`src/rtl/i2c_apb_seq.sv`:
```
// APB master that runs complete apb_i2c transfers (init, address, data, stop) from one request.
// Each APB access takes a gap, setup and access cycle (plus PREADY waits); write bytes stall on tx_valid, rx has no backpressure.
module i2c_apb_seq #(
    parameter int          APB_ADDR_WIDTH = 12,
    parameter int          LEN_W          = 8,
    parameter logic [15:0] PRESCALE       = 16'h0063
) (
    input  logic                      HCLK,
    input  logic                      HRESETn,
    input  logic                      req_valid,
    output logic                      req_ready,
    input  logic                      req_rnw,
    input  logic [6:0]                req_addr,
    input  logic [LEN_W-1:0]          req_len,
    input  logic [7:0]                tx_data,
    input  logic                      tx_valid,
    output logic                      tx_ready,
    output logic [7:0]                rx_data,
    output logic                      rx_valid,
    output logic                      done,
    output logic [1:0]                err,
    output logic                      busy,
    output logic [APB_ADDR_WIDTH-1:0] PADDR,
    output logic [31:0]               PWDATA,
    output logic                      PWRITE,
    output logic                      PSEL,
    output logic                      PENABLE,
    input  logic [31:0]               PRDATA,
    input  logic                      PREADY
);
    localparam logic [5:0] OFF_PRE  = 6'h00;
    localparam logic [5:0] OFF_CTRL = 6'h04;
    localparam logic [5:0] OFF_RX   = 6'h08;
    localparam logic [5:0] OFF_STAT = 6'h0C;
    localparam logic [5:0] OFF_TX   = 6'h10;
    localparam logic [5:0] OFF_CMD  = 6'h14;

    localparam logic [7:0] CMD_STA  = 8'h80;
    localparam logic [7:0] CMD_STO  = 8'h40;
    localparam logic [7:0] CMD_RD   = 8'h20;
    localparam logic [7:0] CMD_WR   = 8'h10;
    localparam logic [7:0] CMD_ACK  = 8'h08;
    localparam logic [7:0] CMD_IACK = 8'h01;

    localparam logic [1:0] PH_GAP   = 2'd0;
    localparam logic [1:0] PH_SETUP = 2'd1;
    localparam logic [1:0] PH_ACC   = 2'd2;

    localparam logic [1:0] CTX_ADDR = 2'd0;
    localparam logic [1:0] CTX_WR   = 2'd1;
    localparam logic [1:0] CTX_RD   = 2'd2;
    localparam logic [1:0] CTX_STOP = 2'd3;

    typedef enum logic [3:0] {
        S_INIT_PRE, S_INIT_CTRL, S_IDLE, S_ADDR_TX, S_ADDR_CMD, S_POLL, S_IACK,
        S_TXWAIT, S_WR_TX, S_WR_CMD, S_RD_CMD, S_RD_RX, S_STOP, S_DONE
    } state_t;

    state_t           r_state, w_nxt;
    logic [1:0]       r_ph, r_ctx, r_err;
    logic             r_rnw, r_stop, r_al, r_rxack, r_rx_valid;
    logic [6:0]       r_addr;
    logic [LEN_W-1:0] r_cnt;
    logic [7:0]       r_txb, r_rx_data;

    logic             w_apb_st, w_xfer_done, w_last, w_cnt_zero;
    logic [5:0]       w_off;
    logic [31:0]      w_wdat;
    logic             w_wr;
    logic             w_unused_prdata;

    assign w_unused_prdata = ^PRDATA[31:8];
    assign w_last          = (r_cnt == LEN_W'(1));
    assign w_cnt_zero      = (r_cnt == '0);
    assign w_apb_st        = !(r_state inside {S_IDLE, S_TXWAIT, S_DONE});
    assign w_xfer_done     = w_apb_st && (r_ph == PH_ACC) && PREADY;

    always_ff @(posedge HCLK or negedge HRESETn) begin
        if (!HRESETn) begin
            r_state    <= S_INIT_PRE;
            r_ph       <= PH_GAP;
            r_ctx      <= CTX_ADDR;
            r_err      <= 2'b00;
            r_rnw      <= 1'b0;
            r_stop     <= 1'b0;
            r_al       <= 1'b0;
            r_rxack    <= 1'b0;
            r_rx_valid <= 1'b0;
            r_addr     <= 7'h00;
            r_cnt      <= '0;
            r_txb      <= 8'h00;
            r_rx_data  <= 8'h00;
        end else begin
            r_state    <= w_nxt;
            r_rx_valid <= 1'b0;
            if (w_apb_st) begin
                case (r_ph)
                    PH_GAP:   r_ph <= PH_SETUP;
                    PH_SETUP: r_ph <= PH_ACC;
                    default:  if (PREADY) r_ph <= PH_GAP;
                endcase
            end else begin
                r_ph <= PH_GAP;
            end
            if (r_state == S_IDLE && req_valid) begin
                r_rnw  <= req_rnw;
                r_addr <= req_addr;
                r_cnt  <= req_len;
                r_err  <= 2'b00;
                r_stop <= 1'b0;
            end
            if (r_state == S_TXWAIT && tx_valid) r_txb <= tx_data;
            if (w_xfer_done) begin
                case (r_state)
                    S_ADDR_CMD: begin
                        r_ctx  <= CTX_ADDR;
                        r_stop <= w_cnt_zero;
                    end
                    S_WR_CMD, S_RD_CMD: begin
                        r_ctx  <= (r_state == S_WR_CMD) ? CTX_WR : CTX_RD;
                        r_stop <= w_last;
                        r_cnt  <= r_cnt - LEN_W'(1);
                    end
                    S_STOP: begin
                        r_ctx  <= CTX_STOP;
                        r_stop <= 1'b1;
                    end
                    S_POLL: begin
                        if (PRDATA[0]) begin
                            r_al    <= PRDATA[5];
                            r_rxack <= PRDATA[7];
                        end
                    end
                    S_IACK: begin
                        // rxack only means NACK after the address or a write byte
                        if (r_al) r_err[1] <= 1'b1;
                        else if (r_rxack && (r_ctx == CTX_ADDR || r_ctx == CTX_WR)) r_err[0] <= 1'b1;
                    end
                    S_RD_RX: begin
                        r_rx_data  <= PRDATA[7:0];
                        r_rx_valid <= 1'b1;
                    end
                    default: ;
                endcase
            end
        end
    end

    always_comb begin
        w_nxt = r_state;
        case (r_state)
            S_INIT_PRE:  if (w_xfer_done) w_nxt = S_INIT_CTRL;
            S_INIT_CTRL: if (w_xfer_done) w_nxt = S_IDLE;
            S_IDLE:      if (req_valid) w_nxt = S_ADDR_TX;
            S_ADDR_TX:   if (w_xfer_done) w_nxt = S_ADDR_CMD;
            S_ADDR_CMD:  if (w_xfer_done) w_nxt = S_POLL;
            S_POLL:      if (w_xfer_done && PRDATA[0]) w_nxt = S_IACK;
            S_IACK: begin
                if (w_xfer_done) begin
                    if (r_al) w_nxt = S_DONE;
                    else if (r_ctx == CTX_RD) w_nxt = S_RD_RX;
                    else if (r_ctx == CTX_STOP) w_nxt = S_DONE;
                    else if (r_rxack) w_nxt = r_stop ? S_DONE : S_STOP;
                    else if (w_cnt_zero) w_nxt = S_DONE;
                    else w_nxt = r_rnw ? S_RD_CMD : S_TXWAIT;
                end
            end
            S_TXWAIT:    if (tx_valid) w_nxt = S_WR_TX;
            S_WR_TX:     if (w_xfer_done) w_nxt = S_WR_CMD;
            S_WR_CMD:    if (w_xfer_done) w_nxt = S_POLL;
            S_RD_CMD:    if (w_xfer_done) w_nxt = S_POLL;
            S_RD_RX:     if (w_xfer_done) w_nxt = w_cnt_zero ? S_DONE : S_RD_CMD;
            S_STOP:      if (w_xfer_done) w_nxt = S_POLL;
            S_DONE:      w_nxt = S_IDLE;
            default:     w_nxt = S_INIT_PRE;
        endcase
    end

    always_comb begin
        w_off  = OFF_PRE;
        w_wdat = 32'h0;
        w_wr   = 1'b1;
        case (r_state)
            S_INIT_PRE:  w_wdat = {16'h0, PRESCALE};
            S_INIT_CTRL: begin w_off = OFF_CTRL; w_wdat = 32'h80; end
            S_ADDR_TX:   begin w_off = OFF_TX; w_wdat = {24'h0, r_addr, r_rnw}; end
            S_ADDR_CMD:  begin
                w_off  = OFF_CMD;
                w_wdat = {24'h0, CMD_STA | CMD_WR | (w_cnt_zero ? CMD_STO : 8'h00)};
            end
            S_POLL:      begin w_off = OFF_STAT; w_wr = 1'b0; end
            S_IACK:      begin w_off = OFF_CMD; w_wdat = {24'h0, CMD_IACK}; end
            S_WR_TX:     begin w_off = OFF_TX; w_wdat = {24'h0, r_txb}; end
            S_WR_CMD:    begin
                w_off  = OFF_CMD;
                w_wdat = {24'h0, CMD_WR | (w_last ? CMD_STO : 8'h00)};
            end
            S_RD_CMD:    begin
                w_off  = OFF_CMD;
                w_wdat = {24'h0, CMD_RD | (w_last ? (CMD_STO | CMD_ACK) : 8'h00)};
            end
            S_RD_RX:     begin w_off = OFF_RX; w_wr = 1'b0; end
            S_STOP:      begin w_off = OFF_CMD; w_wdat = {24'h0, CMD_STO}; end
            default:     w_wr = 1'b0;
        endcase

        PSEL      = w_apb_st && (r_ph != PH_GAP);
        PENABLE   = w_apb_st && (r_ph == PH_ACC);
        PADDR     = PSEL ? {{(APB_ADDR_WIDTH-6){1'b0}}, w_off} : '0;
        PWDATA    = (PSEL && w_wr) ? w_wdat : 32'h0;
        PWRITE    = PSEL && w_wr;
        req_ready = (r_state == S_IDLE);
        tx_ready  = (r_state == S_TXWAIT) && tx_valid;
        done      = (r_state == S_DONE);
        err       = (r_state == S_DONE) ? r_err : 2'b00;
        busy      = !(r_state inside {S_INIT_PRE, S_INIT_CTRL, S_IDLE, S_DONE});
        rx_valid  = r_rx_valid;
        rx_data   = r_rx_data;
    end
endmodule

```
`config.mk`:
```
export PLATFORM = sky130hd
export DESIGN_NAME = i2c_apb_seq
export DESIGN_NICKNAME = d
export VERILOG_FILES = /design/src/rtl/i2c_apb_seq.sv
export SDC_FILE = /design/constraint.sdc
export NUM_CORES = 1
export LEC_CHECK = 0
export BUFFER_PORTS_ARGS = -buffer_cell sky130_fd_sc_hd__buf_2
export CORE_MARGIN = 8
export CORE_UTILIZATION = 53
export DETAILED_ROUTE_END_ITERATION = 6
export PLACE_DENSITY = 0.85
export SLEW_MARGIN = 20
export SYNTH_ARGS = -nofsm -noshare
export SYNTH_HDL_FRONTEND = slang
export SYNTH_SLANG_ARGS = --single-unit
```
`constraint.sdc`:
```
create_clock -name HCLK -period 4.75 [get_ports HCLK]
set_input_delay 0.95 -clock HCLK [delete_from_list [all_inputs] [get_ports HCLK]]
set_output_delay 0.95 -clock HCLK [all_outputs]
set_load 0.01 [all_outputs]
```
* Word-level counts from Yosys, hierarchy flattened
Index checks and enable logic that the tools add are counted.
** Word-level totals
- Output and inout port bits :: 62
- Bits in registers :: 46
- Input bits :: 61
- Word-level logic and storage cells :: 119
** Operators by class
- Reduce and logical (&&, ||, !) cells :: 29
- Equality and inequality tests :: 29
- Add/subtract/negate cells :: 1
- Multiplexer cells :: 47
** Operator list (number)
- one-hot mux 8 bit (9 select lines) :: 1
- 2-to-1 mux 4 bit :: 16
- one-hot mux 4 bit (11 select lines) :: 1
- 2-to-1 mux 32 bit :: 1
- one-hot mux 5 bit (5 select lines) :: 1
- equality test 4 bit (second input constant) :: 6
- 2-to-1 mux 8 bit :: 3
- 2-to-1 mux 7 bit :: 3
- inequality test 2 bit (second input constant) :: 9
- equality test 4 x 3 -> 1 bit (second input constant) :: 4
- 2-to-1 mux 2 bit :: 7
- AND reduction 10 bit :: 1
- 2-to-1 mux 1 bit :: 9
- OR reduction 9 bit :: 1
- equality test 4 x 2 -> 1 bit (second input constant) :: 2
- equality test 8 x 1 -> 1 bit (second input constant) :: 1
- logical AND 1 bit :: 8
- logical NOT 8 bit :: 1
- nonzero test 4 bit :: 2
- subtractor 8 x 1 -> 8 bit (second input constant) :: 1
- equality test 2 bit (second input constant) :: 3
- 2-to-1 mux 6 bit :: 1
- one-hot mux 2 bit (3 select lines) :: 1
- nonzero test 3 bit :: 2
- other kinds (16) :: 21

* Logic depth before layout (Yosys ltp)
- Depth in word-level cells :: 8
- Mapped depth :: 7
- Gate-level depth less buffers :: 7

* Worst setup path before layout
Ideal clock, no wire load.
- Kind :: register to output
- From :: reg r_state[0]
- To :: out PADDR[2]
- Data required time :: 3.800 ns
- Buffers on the path :: 1
- Path slack :: 2.304 ns
- Cell stages (with the launch flop) :: 6
- Data arrival time :: 1.496 ns
- Path through :: dfrtp_1 > buf_4 > and4b_1 > a21o_1 > nor2_1 > and4_1
** Between the ends
- Word-level cells in the longest chain between the ends :: 5
- Elaborated cells between the ends (all ways) :: 20
- Those cells by class :: eq/ne (13); mux (2); reduce/logical (5)
** Ends and longest elaborated chain
- start, declared :: RTL line 59 : state_t r_state, w_nxt;
- start signal, assigned :: RTL line 94 : r_state <= w_nxt;
- equality test 4 bit
- net done :: RTL line 20 : output logic done,
- nonzero test 3 bit :: RTL line 75 : assign w_apb_st = !(r_state inside {S_IDLE, S_TXWAIT, S_DONE});
- logical NOT 1 bit :: RTL line 75
- logical AND 1 bit :: RTL line 207 : PSEL = w_apb_st && (r_ph != PH_GAP);
- net PSEL :: RTL line 26 : output logic PSEL,
- 2-to-1 mux 6 bit :: RTL line 209 : PADDR = PSEL ? {{(APB_ADDR_WIDTH-6){1'b0}}, w_off} : '0;
- end, declared :: RTL line 23 : output logic [APB_ADDR_WIDTH-1:0] PADDR,
The timed path passes the listed nets, and every way through them passes these cells.

* Worst setup path in the final report
- From :: reg r_state[2]
- To :: out PWDATA[1]
** Between the ends
- Word-level cells in the longest chain between the ends :: 6
- Elaborated cells between the ends (all ways) :: 20
- Those cells by class :: eq/ne (11); mux (3); reduce/logical (6)
** Ends and longest elaborated chain
- parallel branches: the longest is 5 deep, another holds OR reduction 9 bit
- 2-to-1 mux 32 bit (*) :: RTL line 210 : PWDATA = (PSEL && w_wr) ? w_wdat : 32'h0;
- end, declared :: RTL line 24 : output logic [31:0] PWDATA,
Every way passes the cells marked *.

==> impl_metrics.py <==
metrics = {
    "logic_synthesis": {
        "synth-simple-area-share": 0.172,
        "synth-compound-area-share": 0.189,
        "syn_area_sq_um": 3040,
        "synthXorXnorAreaFrac": 0.00576,
        "synth_adder_area_share": 0.0161,
        "ys_seq_elements": 46,
        "synthMuxAreaShare": 0.111,
        "synthArstFlopShare": 1.00,
        "synth-edff-count": 0,
        "avgSynthCellArea_sq_um": 9.18,
        "synth_ff_type": "dfrtp_1",
        "ys_seq_area_frac": 0.379,
        "synthCells": 331,
        "synth_top_family_by_area": "compound AO/OA/AOI/OAI gates",
        "ys_types": 63,
        "ys.warnings.count": 0,
    },
    "floorplanning": {
        "dieHeight_um": 91.7,
        "core_area_sq_um": 5540,
        "dieArea_sq_um": 8410,
        "rows": 27,
        "start_util": 0.549,
        "num_io_pins": 123,
        "die_x_um": 91.7,
    },
    "detailed_routing": {
        "vias": 2639,
        "final_antenna_net_count": 0,
        "drc": 0,
        "first_pass_iters": 4,
        "vias_per_cell": 5.75,
        "routed_wl_um": 7460,
        "wl_per_cell_um": 16.3,
        "first_iter_violations": 291,
    },
    "setup_path": {
        "critical_path_arrival_ns": 2.83,
        "crit_required_ns": 3.80,
        "critPathKind": "reg -> out",
        "startpoint_type": "flip-flop",
        "end_kind": "output port",
        "critPathMaxFanout": 33,
        "reg2reg_setup_slack_ns": 2.26,
    },
    "sta": {
        "max_freq_ghz": 0.265,
        "rsz0062_at_grt": "no",
        "hold_viol": 0,
        "worst_slew_pin_slew_ns": 0.990,
        "post-route-period-util": 0.796,
        "drv_slew": 0,
        "max-slew-margin-rel": 0.340,
        "fin_crit_ns": 3.78,
        "tns_ns": 0,
        "setup_violations": 0,
        "finClkSkew_ns": 0.00995,
        "timing.final.ws_setup_ns": 0.970,
    },
    "power_and_ir_drop": {
        "p_per_area_nw_per_um2": 603,
        "p_leak_nw": 1.64,
        "ir_drop_v": 0.000385,
    },
    "clock_network": {
        "cts_sinks": 46,
        "cts_tree": "yes",
        "numCtsBuffers": 5,
        "hold_buffers": 0,
        "clk_pin_slew_ns": 0.09,
        "cts_buffer_depth": 2,
        "htree_levels": 2,
        "cts-root-buf": "clkbuf_8",
        "cts_resized": 0,
        "post-cts-setup-buffers": 0,
        "clkLatencyLatePin_ns": 0.30,
    },
    "placed_design": {
        "io_buffers": 65,
        "pre_cts_ws_ns": 1.42,
        "gp_congestion": 0.916,
        "place_hpwl_um": 5540,
    },
    "cells_and_area": {
        "nFillCells": 482,
        "drive_above_1_share": 0.282,
        "insertedDiodeCount": 0,
        "syn_to_final_growth_pct": 10.2,
        "fin_util": 0.604,
        "nets": 450,
    },
    "grt": {
        "grtUsageTotal": 0.178,
        "grt_overflow_total": 0,
        "grt_start_max_net_pins": 47,
        "met1_usage": 0.219,
        "globalRoute.busiestLayer": "met2",
        "use_met2": 0.282,
        "grt.met3_usage": 0.0505,
        "grt_pass1_vias": 2715,
        "grt_pass1_wl_um": 12600,
        "antenna_found_initial": 0,
    },
    "outcome": {
        "status": "finished, final reports clean",
    },
    "flow_run": {
        "maxCapViolations": 0,
    },
    "min_path": {
        "hold_path.class": "reg -> reg",
    },
}
==> synth_stat cells, types with 3 or more instances <==
cell type,count,share of area
o21ai_0,21,0.035
o31ai_1,5,0.012
nor2_1,32,0.040
nand2_1,17,0.021
clkbuf_1,3,0.0037
nor2b_1,3,0.0062
nand3_1,10,0.016
a21oi_1,18,0.030
nand2_2,3,0.0062
inv_1,11,0.014
buf_2,9,0.015
nand2b_1,4,0.0082
and3_1,4,0.0082
a31oi_1,7,0.014
nor3_1,7,0.012
and2_1,3,0.0062
ha_1,3,0.012
dfrtp_1,46,0.38
mux2_2,26,0.096
buf_4,34,0.084
a32oi_1,3,0.0086
a311oi_1,3,0.0086
mux2i_1,3,0.0099
a211oi_1,7,0.017
==> stage by stage <==
stage               hold slack, ns  total power [mW]  instance area (sq um)  std cells
detailed placement           0.487              1.72                   3240        451
floorplan                    0.455              1.48                   3160        363
global placement             0.481              1.68                   3240        451
CTS                          0.501              2.01                   3350        459
finish                       0.501              2.02                   3350        459
global route                 0.527              2.18                   3350        459
==> layout by cell type (no fill, tap or decap), types with 4 or more instances in the layout <==
cell type,n
clkbuf_8,5
a21oi_1,18
nand3_1,10
nor3_1,7
buf_2,64
o31ai_1,5
conb_1,33
nand2_1,17
a31oi_1,7
dfrtp_1,46
nor2_1,32
mux2_2,26
o21ai_0,21
inv_1,11
and3_1,4
nand2b_1,4
a211oi_1,7
==> worst max-delay path, stage by stage (launching register included) <==
cell and delay, ns:
dfrtp_1 1.00, inv_1 0.37, nor2_1 0.40, o21ai_0 0.15, nand2_1 0.29, a211oi_1 0.10, buf_2 0.20
==> where the power goes <==
| part | internal [mW] | switching [mW] |
|---|---|---|
| clock network | 0.157 | 0.127 |
| registers | 0.540 | 0.199 |
| logic | 0.429 | 0.565 |
==> cell families after synthesis <==
| logic type | Yosys count |
|---|---|
| AO/OA/AOI/OAI | 87 |
| XOR/XNOR | 2 |
| adder cells (fa/ha/maj) | 4 |
| buffers and inverters | 61 |
| flip-flops | 46 |
| multiplexers | 30 |
| other | 1 |
| AND/OR/NAND/NOR | 100 |
==> final cells by class <==
type	instances	area [sq um]	share of cell area
Inverter	11	41.3	0.0123
Sequential cell	46	1150	0.344
Clock buffer	7	76.3	0.0228
Timing Repair Buffer	66	335	0.100
Multi-Input combinational cell	256	1620	0.485
Clock inverter	1	30.0	0.00897
Tap cell	72	90.1	0.0269
==> path summary, 6_finish.rpt <==
check | start | endpoint | cells past startpoint
hold reg to reg | r_cnt[7] | r_cnt[7] | 1
setup / recovery | r_state[2] | PWDATA[1] | 6
hold / removal | r_cnt[7] | r_cnt[7] | 1
max in group asynchronous | HRESETn | r_txb[3] | 1
setup reg to reg | r_state[2] | r_state[0] | 5
min in group asynchronous | HRESETn | rx_data[7] | 1
==> registers in the layout (all words and copies together), names as in the netlist <==
signal,count
r_addr,7
r_stop,1
r_state,4
r_al,1
r_ctx,2
r_err,2
r_rnw,1
r_txb,8
rx_valid,1
r_ph,2
r_cnt,8
r_rxack,1
rx_data,8
==> routing by layer <==
layer | part of all wire | wire, um
met1 | 0.41 | 3070
met2 | 0.45 | 3390
met3 | 0.11 | 822
met4 | 0.024 | 182
met5 | 0 | 0
Note: power is estimated with default switching activity, not from simulation.
